$ cat config.mk
export PLATFORM = sky130hd
export DESIGN_NAME = uart_dmi_stream_codec
export DESIGN_NICKNAME = d
export VERILOG_FILES = /design/src/rtl/uart_dmi_stream_codec.sv
export SDC_FILE = /design/constraint.sdc
export NUM_CORES = 1
export LEC_CHECK = 0
export BUFFER_PORTS_ARGS = -buffer_cell sky130_fd_sc_hd__buf_2
export CAP_MARGIN = 20
export CORE_UTILIZATION = 52
export CTS_CLUSTER_SIZE = 8
export DETAILED_ROUTE_END_ITERATION = 10
export PLACE_DENSITY = 0.81
export SYNTH_ARGS = -nofsm -noshare
export SYNTH_HDL_FRONTEND = slang
export SYNTH_SLANG_ARGS = --single-unit
$ cat constraint.sdc
create_clock -name CLK_I -period 2.25 [get_ports CLK_I]
set_clock_uncertainty 0.2 [all_clocks]
set_input_delay 0.225 -clock CLK_I [delete_from_list [all_inputs] [get_ports CLK_I]]
set_output_delay 0.225 -clock CLK_I [all_outputs]
set_load 0.01 [all_outputs]
$ cat src/rtl/uart_dmi_stream_codec.sv
// uart_dmi_stream_codec: UART byte-stream escape codec with RX FWFT FIFO and TX escape encoder.
// Optional ESC follower timeout enabled by defining UART_DMI_CODEC_ESC_TIMEOUT_EN.
module uart_dmi_stream_codec #(
    parameter int         FIFO_DEPTH  = 8,
    parameter logic [7:0] ESC_BYTE    = 8'h1B,
    parameter int         ESC_TIMEOUT = 1024
) (
    input  logic       CLK_I,
    input  logic       RST_I,
    input  logic       RX_VALID_I,
    input  logic [7:0] RX_DATA_I,
    input  logic       READ_I,
    output logic [7:0] DATA_REC_O,
    output logic       CMD_REC_O,
    output logic       RX_EMPTY_O,
    output logic       RX_OVERFLOW_O,
    input  logic       WRITE_I,
    input  logic [7:0] DATA_SEND_I,
    input  logic       SEND_COMMAND_I,
    input  logic [7:0] COMMAND_I,
    output logic       TX_READY_O,
    output logic       TX_VALID_O,
    output logic [7:0] TX_DATA_O,
    input  logic       TX_READY_I,
    output logic       ESC_ERROR_O
);
    localparam int AW = $clog2(FIFO_DEPTH);

    typedef enum logic {D_IDLE, D_ESC} d_state_t;
    typedef enum logic [1:0] {T_IDLE, T_FIRST, T_SECOND} t_state_t;

    d_state_t      d_state, d_next;
    logic          push, push_cmd, do_push, do_pop, rx_full, esc_to;
    logic [AW-1:0] wr_ptr, rd_ptr;
    logic [AW:0]   count;
    logic [8:0]    mem [FIFO_DEPTH];

`ifdef UART_DMI_CODEC_ESC_TIMEOUT_EN
    localparam int TW = $clog2(ESC_TIMEOUT) + 1;
    logic [TW-1:0] esc_cnt;
    logic          esc_err;
    assign esc_to      = d_state == D_ESC && !RX_VALID_I && esc_cnt == TW'(ESC_TIMEOUT - 1);
    assign ESC_ERROR_O = esc_err;
    always_ff @(posedge CLK_I or posedge RST_I) begin
        if (RST_I) begin
            esc_cnt <= '0;
            esc_err <= 1'b0;
        end else begin
            esc_cnt <= (RX_VALID_I || d_state != D_ESC) ? '0 : esc_cnt + TW'(1);
            esc_err <= esc_to;
        end
    end
`else
    logic unused_timeout;
    assign unused_timeout = ^ESC_TIMEOUT;
    assign esc_to         = 1'b0;
    assign ESC_ERROR_O    = 1'b0;
`endif

    // A second ESC collapses to a literal ESC data byte; any other follower is a command.
    always_comb begin
        d_next   = d_state;
        push     = 1'b0;
        push_cmd = 1'b0;
        if (RX_VALID_I) begin
            d_next   = (d_state == D_IDLE && RX_DATA_I == ESC_BYTE) ? D_ESC : D_IDLE;
            push     = d_state == D_ESC || RX_DATA_I != ESC_BYTE;
            push_cmd = d_state == D_ESC && RX_DATA_I != ESC_BYTE;
        end else if (esc_to) begin
            d_next = D_IDLE;
        end
    end

    assign RX_EMPTY_O              = count == '0;
    assign rx_full                 = count == (AW+1)'(FIFO_DEPTH);
    assign do_pop                  = READ_I && !RX_EMPTY_O;
    assign do_push                 = push && (!rx_full || do_pop);
    assign {CMD_REC_O, DATA_REC_O} = RX_EMPTY_O ? 9'd0 : mem[rd_ptr];

    always_ff @(posedge CLK_I) begin
        if (do_push) mem[wr_ptr] <= {push_cmd, RX_DATA_I};
    end

    always_ff @(posedge CLK_I or posedge RST_I) begin
        if (RST_I) begin
            d_state       <= D_IDLE;
            wr_ptr        <= '0;
            rd_ptr        <= '0;
            count         <= '0;
            RX_OVERFLOW_O <= 1'b0;
        end else begin
            d_state       <= d_next;
            wr_ptr        <= do_push ? wr_ptr + AW'(1) : wr_ptr;
            rd_ptr        <= do_pop ? rd_ptr + AW'(1) : rd_ptr;
            count         <= count + (AW+1)'(do_push) - (AW+1)'(do_pop);
            RX_OVERFLOW_O <= push && !do_push;
        end
    end

    t_state_t   t_state, t_next;
    logic       cmd_pend, has_sec, ld_has;
    logic [7:0] cmd_byte, sec_data, ld_data, ld_sec;

    assign TX_READY_O = t_state == T_IDLE && !cmd_pend && !SEND_COMMAND_I;
    assign TX_VALID_O = t_state != T_IDLE;

    // A strobe in the current cycle is taken directly so the first byte appears next cycle.
    always_comb begin
        t_next  = t_state;
        ld_data = TX_DATA_O;
        ld_sec  = sec_data;
        ld_has  = has_sec;
        case (t_state)
            T_IDLE: begin
                if (cmd_pend || SEND_COMMAND_I) begin
                    t_next  = T_FIRST;
                    ld_data = ESC_BYTE;
                    ld_sec  = SEND_COMMAND_I ? COMMAND_I : cmd_byte;
                    ld_has  = 1'b1;
                end else if (WRITE_I) begin
                    t_next  = T_FIRST;
                    ld_data = DATA_SEND_I;
                    ld_sec  = ESC_BYTE;
                    ld_has  = DATA_SEND_I == ESC_BYTE;
                end
            end
            T_FIRST: begin
                if (TX_READY_I) begin
                    t_next  = has_sec ? T_SECOND : T_IDLE;
                    ld_data = has_sec ? sec_data : TX_DATA_O;
                end
            end
            T_SECOND: t_next = TX_READY_I ? T_IDLE : T_SECOND;
            default:  t_next = T_IDLE;
        endcase
    end

    always_ff @(posedge CLK_I or posedge RST_I) begin
        if (RST_I) begin
            t_state   <= T_IDLE;
            TX_DATA_O <= 8'd0;
            sec_data  <= 8'd0;
            has_sec   <= 1'b0;
            cmd_pend  <= 1'b0;
            cmd_byte  <= 8'd0;
        end else begin
            t_state   <= t_next;
            TX_DATA_O <= ld_data;
            sec_data  <= ld_sec;
            has_sec   <= ld_has;
            cmd_pend  <= t_state != T_IDLE && (cmd_pend || SEND_COMMAND_I);
            cmd_byte  <= SEND_COMMAND_I ? COMMAND_I : cmd_byte;
        end
    end
endmodule
==> summary.txt <==
Placement
  – Placed Area: 5080 um^2
  – GPL Wtd Cong: 0.811
  – I/O Buffers: 51
  – Hpwl dp: 5.60 mm

Timing
  – Setup ws final: -0.0307 ns
  – Final slew viol count: 0
  – Period Utilization, post-route: 1.01
  – Fmax: 0.438 GHz
  – Setup repair after global routing missed its margin: true
  – Slew HR: 0.560
  – Worst-margin pin slew: 0.660 ns
  – Final critical-path required period: 2.28 ns
  – Final-report setup violation count: 25
  – WHS: 0.0451 ns
  – Hold Vio Cnt, Final: 0

Setup path
  – Critical Path Slowest Stage Cell: mux4_2
  – Crit path DAT: 1.86 ns
  – CP Launch Type: flop
  – Crit path capture type: output port
  – Worst path required time: 1.82 ns
  – CP Class: flop to output port
  – FF-to-FF setup slack: -0.02 ns
  – Critical-path cell list: buf_12 -> mux4_2 -> mux2i_2 -> nor2_1 -> buf_2
  – Max incr delay on CP: 0.50 ns
  – Crit Path Max Fanout: 5
  – Worst path bufs/invs: 2
  – Critical path's top delay family: multiplexers

Cells and area
  – Fillcell total: 530
  – Design Area, Final: 5800 um^2
  – Area grow syn2layout: 26.4%
  – Fin nets: 428
  – Layout Utilization: 0.691
  – ANT cells: 0
  – Share of cells above drive strength 1: 0.374

Global routing
  – Largest net degree at the start of global routing: 41
  – GRT overflow: 0
  – First-pass GRT wire length: 14.5 mm
  – Vias in the first global route: 2829
  – Initial antenna violation count: 0
  – Gr usage total: 0.222

Logic synthesis
  – Mean post-synth cell area: 16.4 um^2
  – Fraction of synthesized area in multiplexers: 0.133
  – Simple-gate share of the synthesized area: 0.0652
  – Post-Syn Area: 4580 um^2
  – Ys Warns: 0
  – Seq cells post-synth: 112
  – Compound-gate portion of the synthesized area: 0.0527
  – Post-synthesis sequential area ratio: 0.690
  – Synth Area in Adders: 0.0262
  – Synth Instances: 279
  – Largest family of logic cells by synthesized area: multiplexers
  – Library cells used by synthesis: 41
  – Asr flop ratio synth: 0.357
  – EDFF count, synth: 72
  – Total nets after synthesis: 319
  – Synth Area in XOR/XNOR: 0.0115
  – Ys flop type: edfxtp_1

Route
  – Detail Route Antenna Nets: 0
  – Drt via density: 5.68
  – Post-Route WL: 9.56 mm
  – Via count: 2829
  – DR WL/cell: 19.2 um
  – Drt drc: 0
  – Router iterations before antenna repair: 5
  – First DRT Iteration DRCs: 213

Clock tree
  – Root buffer cell: clkbuf_8
  – Clock H-tree levels: 3
  – CTS Sinks: 112
  – Clock-pin slew on the worst setup and hold paths: 0.12 ns
  – Total CTS buffers: 9
  – CTS max path bufs: 2
  – Worst-skew pair later-pin latency: 0.37 ns
  – CTS tree: yes

Status
  – Status: finished, violations left
  – Failing checks: setup timing

Die
  – IO Pins: 53
  – Row count: 33
  – Core ar.: 8380 um^2
  – Initial core utilization: 0.547
  – Die height: 95.9 um
  – Die Wd: 95.9 um
  – DIE AREA: 9200 um^2

Power
  – Pleak: 2.28 nW
  – Pwr Density: 1230 nW/um^2
  – Highest ir drop seen on vdd: 0.793 mV

Worst hold path
  – Hold crit path type: input pin to flop

Flow run
  – Maxcap violations: 0
==> kinds of logic (layout without fill, tap and decap cells) <==
| family | Yosys count | after routing |
|---|---|---|
| AOI/OAI and AO/OA | 34 | 34 |
| DFF | 112 | 112 |
| buffers and inverters | 23 | 137 |
| xor gates and xnor gates | 6 | 6 |
| adders and majority gates | 9 | 9 |
| and+or+nand+nor | 57 | 57 |
| other | 1 | 1 |
| muxes | 37 | 37 |
==> sequential cells by signal, indices dropped and copies added, names as in the netlist, 2 cells and up <==
signal / count
mem: 72
wr_ptr: 3
sec_data: 8
rd_ptr: 3
cmd_byte: 8
TX_DATA_O: 8
t_state: 2
count: 4
==> stage by stage <==
stage | power (mW) | std cells | setup WS (ns) | TNS [ns]
floorplan | 4.69 | 279 | -0.0202 | -0.0202
global placement | 5.42 | 442 | -0.202 | -10.42
detailed placement | 5.54 | 442 | -0.237 | -14.12
CTS | 7.04 | 496 | -0.150 | -4.85
global route | 7.50 | 498 | -0.141 | -2.95
finish | 7.10 | 498 | -0.0307 | -0.273
==> repair_timing <==
action                                  4_1_cts  5_1_grt
gates cloned                                  2        0
hold endpoints to repair                    117        2
gates resized for setup                      15       19
hold buffers                                 27        1
buffers inserted                              9        4
endpoints found under the setup margin       84       84
pin swaps                                     5        8
==> worst min-delay path, stage by stage <==
cell	delay, ns
buf_2	0.11
a22oi_1	0.08
a21oi_1	0.15
==> power by group <==
part	internal [mW]	switching, mW
sequential	2.70	0.323
clock	0.446	0.761
combinational	1.43	1.44
total	4.58	2.53
==> layout by cell type (no fill, tap or decap), types with 6 or more instances in the layout <==
| cell | Yosys | final |
|---|---|---|
| edfxtp_1 | 72 | 72 |
| buf_2 | 2 | 51 |
| dfrtp_1 | 40 | 39 |
| dlygate4sd3_1 | 0 | 28 |
| buf_4 | 1 | 23 |
| nor2_1 | 27 | 21 |
| mux4_2 | 18 | 18 |
| inv_1 | 14 | 12 |
| mux2_2 | 9 | 9 |
| clkbuf_8 | 0 | 9 |
| mux2i_1 | 9 | 8 |
| o21ai_0 | 6 | 6 |
==> per-layer routing <==
layer	routed length, um	global-route usage	vias to the layer above
met2	4980	0.380	102
met3	536	0.0498	9
met5	0	0	-
met4	77	0.0659	0
li1	-	-	1281
met1	3960	0.285	1437
==> worst paths after layout <==
| path | startpoint | end | depth (start not counted) |
|---|---|---|---|
| min in group asynchronous | RST_I | RX_OVERFLOW_O$_DFF_PP0_ | 4 |
| worst min register to register | has_sec$_DFFE_PP0P_ | has_sec$_DFFE_PP0P_ | 1 |
| worst max-delay path | rd_ptr[0]$_DFFE_PP0P_ | DATA_REC_O[7] | 5 |
| worst min-delay path | DATA_SEND_I[7] | TX_DATA_O[7]$_DFFE_PP0P_ | 3 |
| max in group asynchronous | RST_I | rd_ptr[0]$_DFFE_PP0P_ | 4 |
| worst max register to register | count[2]$_DFF_PP0_ | mem[2][8]$_DFFE_PP_ | 6 |
==> final cells by class <==
class	count	area (um^2)	share of cell area
inverters	14	52.6	0.00907
flip-flops and latches	112	3160	0.546
multi-input cells	144	1450	0.250
well taps	105	131	0.0227
clock inverters	7	83.8	0.0145
repair buffers	107	791	0.136
clock buffers	9	124	0.0214
==> cell usage after synthesis (2+ instances only) <==
cell type,instances,area [um^2]
a22oi_1,4,30.0
clkbuf_1,6,22.5
nand4_1,3,18.8
mux4_2,18,405
o21ai_0,6,30.0
xnor2_1,3,26.3
o221ai_1,4,35.0
dfrtp_1,40,1000
nand2_1,4,15.0
nor2b_1,2,12.5
nand2b_1,6,37.5
o22a_1,4,35.0
inv_1,14,52.6
edfxtp_1,72,2160
nor2_1,27,101
buf_2,2,10.0
xor2_1,3,26.3
mux2i_1,9,90.1
nand4b_1,2,17.5
a22o_1,4,35.0
a21oi_1,6,30.0
nor3_1,5,25.0
a21o_1,2,15.0
mux2_2,9,101
ha_1,8,100
No activity file was read; power rests on OpenSTA's default activity.
